**src/rtl/uart_rx.sv**
```systemverilog
// UART receiver: 2-flop synchronized line, mid-bit sampling, 8N1 LSB first.
// Emits a one-cycle strobe per good frame and a one-cycle pulse on a bad stop bit.
module uart_rx #(
  parameter int CLKS_PER_BIT     = 16,
  parameter int UART_DATA_LENGTH = 8
) (
  input  logic                        clk_i,
  input  logic                        reset_i,
  input  logic                        rx_i,
  output logic [UART_DATA_LENGTH-1:0] data_o,
  output logic                        data_valid_strb_o,
  output logic                        frame_error_o,
  output logic                        busy_o
);

  localparam int CW = $clog2(CLKS_PER_BIT);
  localparam int BW = (UART_DATA_LENGTH > 1) ?
                      $clog2(UART_DATA_LENGTH) : 1;

  localparam logic [CW-1:0] CNT_MID  = CW'(CLKS_PER_BIT/2 - 1);
  localparam logic [CW-1:0] CNT_MAX  = CW'(CLKS_PER_BIT - 1);
  localparam logic [BW-1:0] IDX_LAST = BW'(UART_DATA_LENGTH - 1);

  typedef enum logic [1:0] {
    IDLE  = 2'd0,
    START = 2'd1,
    DATA  = 2'd2,
    STOP  = 2'd3
  } state_e;

  state_e                      state_q, state_d;
  logic [CW-1:0]               cnt_q, cnt_d;
  logic [BW-1:0]               idx_q, idx_d;
  logic [UART_DATA_LENGTH-1:0] shift_q, shift_d;
  logic [UART_DATA_LENGTH-1:0] data_q, data_d;
  logic                        strb_q, strb_d;
  logic                        ferr_q, ferr_d;
  logic                        sync1_q, rx_s_q, rx_d_q;

  always_ff @(posedge clk_i) begin
    if (reset_i) begin
      state_q <= IDLE;
      cnt_q   <= '0;
      idx_q   <= '0;
      shift_q <= '0;
      data_q  <= '0;
      strb_q  <= 1'b0;
      ferr_q  <= 1'b0;
      sync1_q <= 1'b1;
      rx_s_q  <= 1'b1;
      rx_d_q  <= 1'b1;
    end else begin
      state_q <= state_d;
      cnt_q   <= cnt_d;
      idx_q   <= idx_d;
      shift_q <= shift_d;
      data_q  <= data_d;
      strb_q  <= strb_d;
      ferr_q  <= ferr_d;
      sync1_q <= rx_i;
      rx_s_q  <= sync1_q;
      rx_d_q  <= rx_s_q;
    end
  end

  // Counter free-runs outside IDLE; samples are taken at fixed counts only.
  always_comb begin
    state_d = state_q;
    cnt_d   = (cnt_q == CNT_MAX) ? '0 : cnt_q + 1'b1;
    idx_d   = idx_q;
    shift_d = shift_q;
    data_d  = data_q;
    strb_d  = 1'b0;
    ferr_d  = 1'b0;
    unique case (state_q)
      IDLE: begin
        cnt_d = '0;
        if (rx_d_q && !rx_s_q) state_d = START;
      end
      START: begin
        if (cnt_q == CNT_MID) begin
          cnt_d   = '0;
          idx_d   = '0;
          state_d = rx_s_q ? IDLE : DATA;
        end
      end
      DATA: begin
        if (cnt_q == CNT_MAX) begin
          shift_d[idx_q] = rx_s_q;
          idx_d          = idx_q + 1'b1;
          if (idx_q == IDX_LAST) state_d = STOP;
        end
      end
      STOP: begin
        if (cnt_q == CNT_MAX) begin
          state_d = IDLE;
          if (rx_s_q) begin
            data_d = shift_q;
            strb_d = 1'b1;
          end else begin
            ferr_d = 1'b1;
          end
        end
      end
      default: state_d = IDLE;
    endcase
  end

  always_comb begin
    busy_o = (state_q != IDLE);
  end

  assign data_o            = data_q;
  assign data_valid_strb_o = strb_q;
  assign frame_error_o     = ferr_q;

endmodule

```
**config.mk**
```make
export PLATFORM = sky130hd
export DESIGN_NAME = uart_rx
export DESIGN_NICKNAME = d
export VERILOG_FILES = /design/src/rtl/uart_rx.sv
export SDC_FILE = /design/constraint.sdc
export NUM_CORES = 1
export LEC_CHECK = 0
export CORE_MARGIN = 2
export CORE_UTILIZATION = 50
export CTS_CLUSTER_DIAMETER = 150
export CTS_CLUSTER_SIZE = 28
export DETAILED_ROUTE_END_ITERATION = 12
export GPL_ROUTABILITY_DRIVEN = 0
export GPL_TIMING_DRIVEN = 0
export PLACE_DENSITY = 0.72
export SLEW_MARGIN = 40
export SYNTH_ARGS = -nofsm -noshare
export SYNTH_HDL_FRONTEND = slang
export SYNTH_SLANG_ARGS = --single-unit
```
**constraint.sdc**
```tcl
create_clock -name clk_i -period 1.8 [get_ports clk_i]
set_input_delay 0.36 -clock clk_i [delete_from_list [all_inputs] [get_ports clk_i]]
set_output_delay 0.36 -clock clk_i [all_outputs]
set_load 0.005 [all_outputs]
```
==> results of run 1 <==
-- through the flow --
step                  util  total power (W)  hold slack (ns)  TNS, ns
floorplan                -        0.0007169           0.3895        0
global placement    0.6066        0.0007319           0.3959  -0.5958
detailed placement  0.6066        0.0007322           0.3982  -0.7233
CTS                 0.6255         0.001095           0.4229        0
global route        0.6200         0.001132           0.4414        0
finish              0.6200         0.001087           0.4179        0
-- kinds of logic (layout without fill, tap and decap cells) --
group	Yosys count	in the layout	share of synthesized area
simple gates	56	56	0.2626
flops	30	30	0.4408
mux	16	16	0.1175
compound gates	15	15	0.06613
buf+inv	13	31	0.06611
fa+ha+maj	3	3	0.02755
xor+xnor	3	3	0.01929
-- final cells by class --
class	count	area share
buffer	9	0.04320
clock inverter	2	0.006400
clock buffer	5	0.02400
multi-input combinational	93	0.4296
inverter	2	0.004800
timing repair buffer	13	0.08240
sequential	30	0.3856
tap	30	0.02400
-- registers in the layout (all words and copies together) (netlist names), named ones only --
register,flops
data_o,8
shift_q,8
cnt_q,4
idx_q,3
data_valid_strb_o,1
frame_error_o,1
rx_d_q,1
rx_s_q,1
state_q,1
sync1_q,1
-- report_power, final --
group	total (W)	internal [W]	leakage, nW	switching, W
Sequential	0.000675	0.000668	0.243	0.00000671
Combinational	0.0000395	0.0000204	0.321	0.0000191
Clock	0.000372	0.000140	0.0308	0.000232
-- critical path: cells and delay by family, from the launching register on --
| kind | cells | cell delay [ns] |
|---|---|---|
| simple gates | 1 | 0.33 |
| flops | 1 | 0.40 |
| buf+inv | 1 | 0.26 |
-- cell usage in the layout (no fill, tap or decap), drive strengths merged --
cell type       n
a211oi          1
and3            2
inv             2
nand3           6
dfxtp          30
ha              3
nand4           2
nor2            8
o21bai          1
dlygate4sd2     1
o31a            1
nand4bb         1
a21oi           6
a221oi          1
nor4            4
o21ai           4
clkinv          2
clkdlybuf4s50  12
or2             4
clkbuf          8
nor2b           1
nand2           2
xor2            3
nand4b          3
nor3            4
a21boi          1
mux2i          16
nand2b         19
buf             6
-- metal layers --
metal,share of wire,vias to the layer above,track usage
met4,0.017,0,0.09184
met2,0.45,26,0.2655
met5,0,-,0
li1,-,506,-
met1,0.49,490,0.2302
met3,0.045,5,0.04884
-- worst min-delay path by stage --
stage	slack (ns)	endpoint
2_1_floorplan	0.39	rx_s_q
3_3_place_gp	0.40	rx_s_q
3_5_place_dp	0.40	rx_s_q
4_1_cts	0.42	rx_s_q
5_1_grt	0.44	rx_s_q
6_report	0.42	rx_s_q
==> reports/results.ini, run 1 <==
[sta]
worst_slew_pin_slew_ns = 0.4752
fin_crit_sh = 0.9290
setup_viol = 0
rsz0062_at_grt = no
finalClockSkew_ns = 0.01734
relSlewSlack = 0.6832
slew_violations = 0
period_needed_ns = 1.672
postLayoutSetupSlackWorst_ns = 0.1277
final_hold_viol_count = 0
fmax_mhz = 598.0

[setup_path]
cp.required_ns = 1.44
slowest_delay_ns = 0.40
r2r-start = cnt_q[0]
path_class = reg2out
rrSetupSlack_ns = 0.31
timing.critical_path.fanout_max = 13
crit_path_start_kind = flip-flop
rr_worst_depth = 7
slowest_stage = dfxtp_2
timing.critical_path.to = busy_o
cp_data_arrival_time_ns = 1.31
crit_path_end_kind = primary output
cp_cell_sequence = or2_2 > dlygate4sd2_1
reg2reg_to = data_o[2]

[routing]
avgRoutedWirePerCell_um = 13.29
drc = 0
wirelength_um = 2445
vias = 1027
drt_iter0_drc = 24
post_drt_via_cell_ratio = 5.582
antenna_left = 0
dr.pass1.iters = 5

[min_path]
hp-class = reg2reg
hold_start = sync1_q
min_path_cells = 1

[power]
leakage_nw = 0.5950
vdd_ir_drop_max_mv = 0.6739
p_per_area_nw_per_um2 = 694.7

[final_layout]
area_growth_pct = 14.78
drive_gt1_frac = 0.1429
fin_cells = 184
regArea_sq_um = 603.1
fin_area_sq_um = 1564
fill_cells = 231
diodes = 0
multi_input_area_sq_um = 671.9
nets = 160

[global_routing]
grt_usage = 0.1768
antenna_found_initial = 0
grt_pass1_wl_um = 4312
grt_max_degree = 11
grt_pass1_vias = 960
grt_overflow_total = 0

[die]
coreArea_sq_um = 2522
io_pins = 14
die_w_um = 56.20
dieArea_sq_um = 3158
die_y_um = 56.20
std_cell_rows = 18
initial_core_util = 0.5402

[clock_network]
ctsHtreeMaxLevel = 2
cts_resized = 2
clkTransAtPathRegs_ns = 0.08
cts.sinks = 30
holdBufCountCts = 0
postCtsSetupBuffers = 0
cts_made_buffers = 5
clock_tree.root_cell = clkbuf_4
cts_tree = yes
clk_latency_ns = 0.33
clock_path_buffers = 2

[synthesis]
synth_common_cells = 30 x dfxtp_1, 19 x nand2b_1, 16 x mux2i_1, 8 x nor2_1
synth_flop_cell = dfxtp_1
yosysTopAreaCell = dfxtp_1
ys_ff_latch = 30
async_reset_ff_frac = 0
netlist.area_leader.share = 0.4408
synth_cell_types = 31
synth_seq_area_share = 0.4408
synth_edf_count = 0
yosysMostFrequentCell = dfxtp_1
synth_fp_nets = 142
yosysWarnings = 0
syn_avg_cell_area_sq_um = 10.02
synthTopCellsByArea = dfxtp_1 44%, mux2i_1 12%, nand2b_1 8.7%
synth_area_sq_um = 1363
synthCells = 136

[outcome]
status = completed

[placement]
post-place-ws_ns = -0.1519
dp_hpwl_um = 1759
dp_cells = 179
io_buffers = 13
dpl-instance-area_sq_um = 1530

[flow_run]
maxCapViolCount = 0

No activity file was read; power rests on OpenSTA's default activity.
==> inputs of run 2 (changes only) <==
--- a/config.mk
+++ b/config.mk
@@ -6,13 +6,13 @@
 export NUM_CORES = 1
 export LEC_CHECK = 0
 export CORE_MARGIN = 2
-export CORE_UTILIZATION = 50
+export CORE_UTILIZATION = 49
 export CTS_CLUSTER_DIAMETER = 150
 export CTS_CLUSTER_SIZE = 28
 export DETAILED_ROUTE_END_ITERATION = 12
 export GPL_ROUTABILITY_DRIVEN = 0
 export GPL_TIMING_DRIVEN = 0
-export PLACE_DENSITY = 0.72
+export PLACE_DENSITY = 0.73
 export SLEW_MARGIN = 40
 export SYNTH_ARGS = -nofsm -noshare
 export SYNTH_HDL_FRONTEND = slang
==> constraint.sdc (replaced) <==
create_clock -name clk_i -period 1.3 [get_ports clk_i]
set_input_delay 0.13 -clock clk_i [delete_from_list [all_inputs] [get_ports clk_i]]
set_output_delay 0.13 -clock clk_i [all_outputs]
set_load 0.005 [all_outputs]
==> run 2 against run 1 <==
  * The run now ends with setup timing left
  * Combinational power increased by 110%
  * Register-to-register slack worse by 0.30 ns
  * First-iteration DRC count grew 42%
  * Non-clock buffer count is 13 higher
  * Critical endpoint unchanged
  * Largest cell class unchanged
  * Highest routed layer unchanged
==> reports/results.ini, run 2 (same netlist as run 1, synthesis figures left out) <==
[outcome]
status = finished with violations
violations = setup timing

[die]
die_w_um = 56.73  ; +0.94%
io_pins = 14  ; unchanged
initial_core_util = 0.5072  ; -0.03296
dieArea_sq_um = 3218  ; +1.9%
coreArea_sq_um = 2686  ; +6.5%
std_cell_rows = 19  ; +1
die_y_um = 56.73  ; +0.94%

[clock_network]
clkTransAtPathRegs_ns = 0.09  ; about the same
cts.sinks = 30  ; unchanged
clock_path_buffers = 2  ; unchanged
ctsHtreeMaxLevel = 2  ; unchanged
cts_tree = yes
cts_made_buffers = 5  ; unchanged
clk_latency_ns = 0.33  ; about the same
clock_tree.root_cell = clkbuf_4

[final_layout]
drive_gt1_frac = 0.3432  ; +0.2003
layout_commonest_cell = nand2b_1
finalCoreUtilization = 0.6619  ; +0.04181
fin_area_sq_um = 1778  ; +14%
area_growth_pct = 30.49
nets = 174  ; +8.8%
diodes = 0  ; unchanged
final_cell_mix = 19 x nand2b_1, 16 x mux2i_1, 16 x dfxtp_1, 15 x buf_4, 14 x dfxtp_2
fin_cells = 200  ; +8.7%

[power]
vdd_ir_drop_max_mv = 0.7841  ; +16%
p_per_area_nw_per_um2 = 904.5  ; +30%
leakage_nw = 0.8484  ; +43%

[global_routing]
grt_usage = 0.1810  ; +0.004223
grt_max_degree = 12  ; +1
grt_pass1_vias = 967  ; +0.73%
grt_overflow_total = 0  ; unchanged
antenna_found_initial = 0  ; unchanged
grt_pass1_wl_um = 4381  ; +1.6%

[setup_path]
path_class = reg2out
rrSetupSlack_ns = 0.01  ; -0.30 ns
crit_path_start_kind = flip-flop
crit_path_end_kind = primary output
cp_data_arrival_time_ns = 1.20  ; -0.11 ns
timing.critical_path.fanout_max = 5  ; -8
cp.required_ns = 1.17  ; -0.27 ns

[routing]
drt_iter0_drc = 34  ; +42%
wirelength_um = 2822  ; +15%
post_drt_via_cell_ratio = 5.425  ; -2.8%
antenna_left = 0  ; unchanged
drc = 0  ; unchanged
dr.pass1.iters = 4  ; -1
avgRoutedWirePerCell_um = 14.11  ; +6.2%
vias = 1085  ; +5.6%

[min_path]
hp-class = in2reg

[placement]
dp_cells = 180  ; +0.56%
dpl-instance-area_sq_um = 1551  ; +1.4%
io_buffers = 13  ; unchanged
dp_hpwl_um = 1711  ; -2.7%
post-place-ws_ns = -0.4229  ; -0.2711 ns

[sta]
fin_crit_sh = 1.020
worst_slew_pin_slew_ns = 0.3626  ; -0.1126 ns
relSlewSlack = 0.7579  ; +0.07470
setup_viol = 1  ; +1
finalClockSkew_ns = 0.009583  ; -0.007760 ns
fmax_mhz = 754.1
postLayoutSetupSlackWorst_ns = -0.02609  ; -0.1538 ns
final_hold_viol_count = 0  ; unchanged
rsz0062_at_grt = yes
hold_slack_ns = 0.3562  ; -0.06165 ns
period_needed_ns = 1.326
slew_violations = 0  ; unchanged

[flow_run]
maxCapViolCount = 0  ; unchanged

[run 2: cell count changes in the layout (fill, tap and decap cells not counted), sizes merged, moves of 2 or more]
cell,change
clkbuf,+2
dlygate4sd2,+2
clkdlybuf4s50,-10
dlymetal6s2s,+7
buf,+13
[run 2: metal layers]
metal	vias to the layer above	part of all wire	wire length (um)	global-route usage
met5	-	0	0	0
li1	540	-	-	-
met4	0	0.016	44	0.08970
met2	39	0.44	1255	0.2708
met3	7	0.073	207	0.06912
met1	499	0.47	1315	0.2273
[run 2: cell type report]
cell class              instances  area (sq um)
fillers                       213         908.4
multi-input cells              94         749.5
flip-flops and latches         30         618.1
repair buffers                 28         249.0
clock buffers                   6         51.30
plain buffers                   7         51.30
well taps                      31         38.79
clock inverters                 2         12.51
inverters                       2         7.507
[run 2: path summary, 6_finish.rpt]
check	depth (start not counted)	startpoint	to
setup / recovery	3	state_q[0]	busy_o
hold / removal	2	rx_i	sync1_q
setup reg to reg	4	state_q[0]	shift_q[5]
hold reg to reg	1	sync1_q	rx_s_q
[run 2: power breakdown]
part           switching (W)  leakage [nW]  internal (W)  total (W)
registers         0.00000703         0.249      0.000925   0.000932
clock network       0.000334        0.0343      0.000260   0.000594
logic              0.0000377         0.565     0.0000447  0.0000823
total               0.000379         0.848       0.00123    0.00161
[run 2: critical path, cell delays in order (launching register included)]
cell and delay, ns:
dfxtp_2 0.34, buf_8 0.12, or2_2 0.28, buf_2 0.13
[run 2: what timing repair did]
action / 4_1_cts / 5_1_grt
cloned: 1 / 0
endpoints found under the hold margin: 0 / 0
pin swaps: 1 / 4
endpoints found under the setup margin: 24 / 21
buffers inserted: 5 / 10
hold buffers: 0 / 0
gates resized for setup: 24 / 15
[run 2: metrics by stage]
step                setup TNS [ns]  power [W]
floorplan                        0  0.0009934
global placement            -5.606   0.001013
CTS                       -0.05253   0.001603
finish                    -0.02609   0.001608
detailed placement          -6.513   0.001015
global route               -0.2402   0.001679
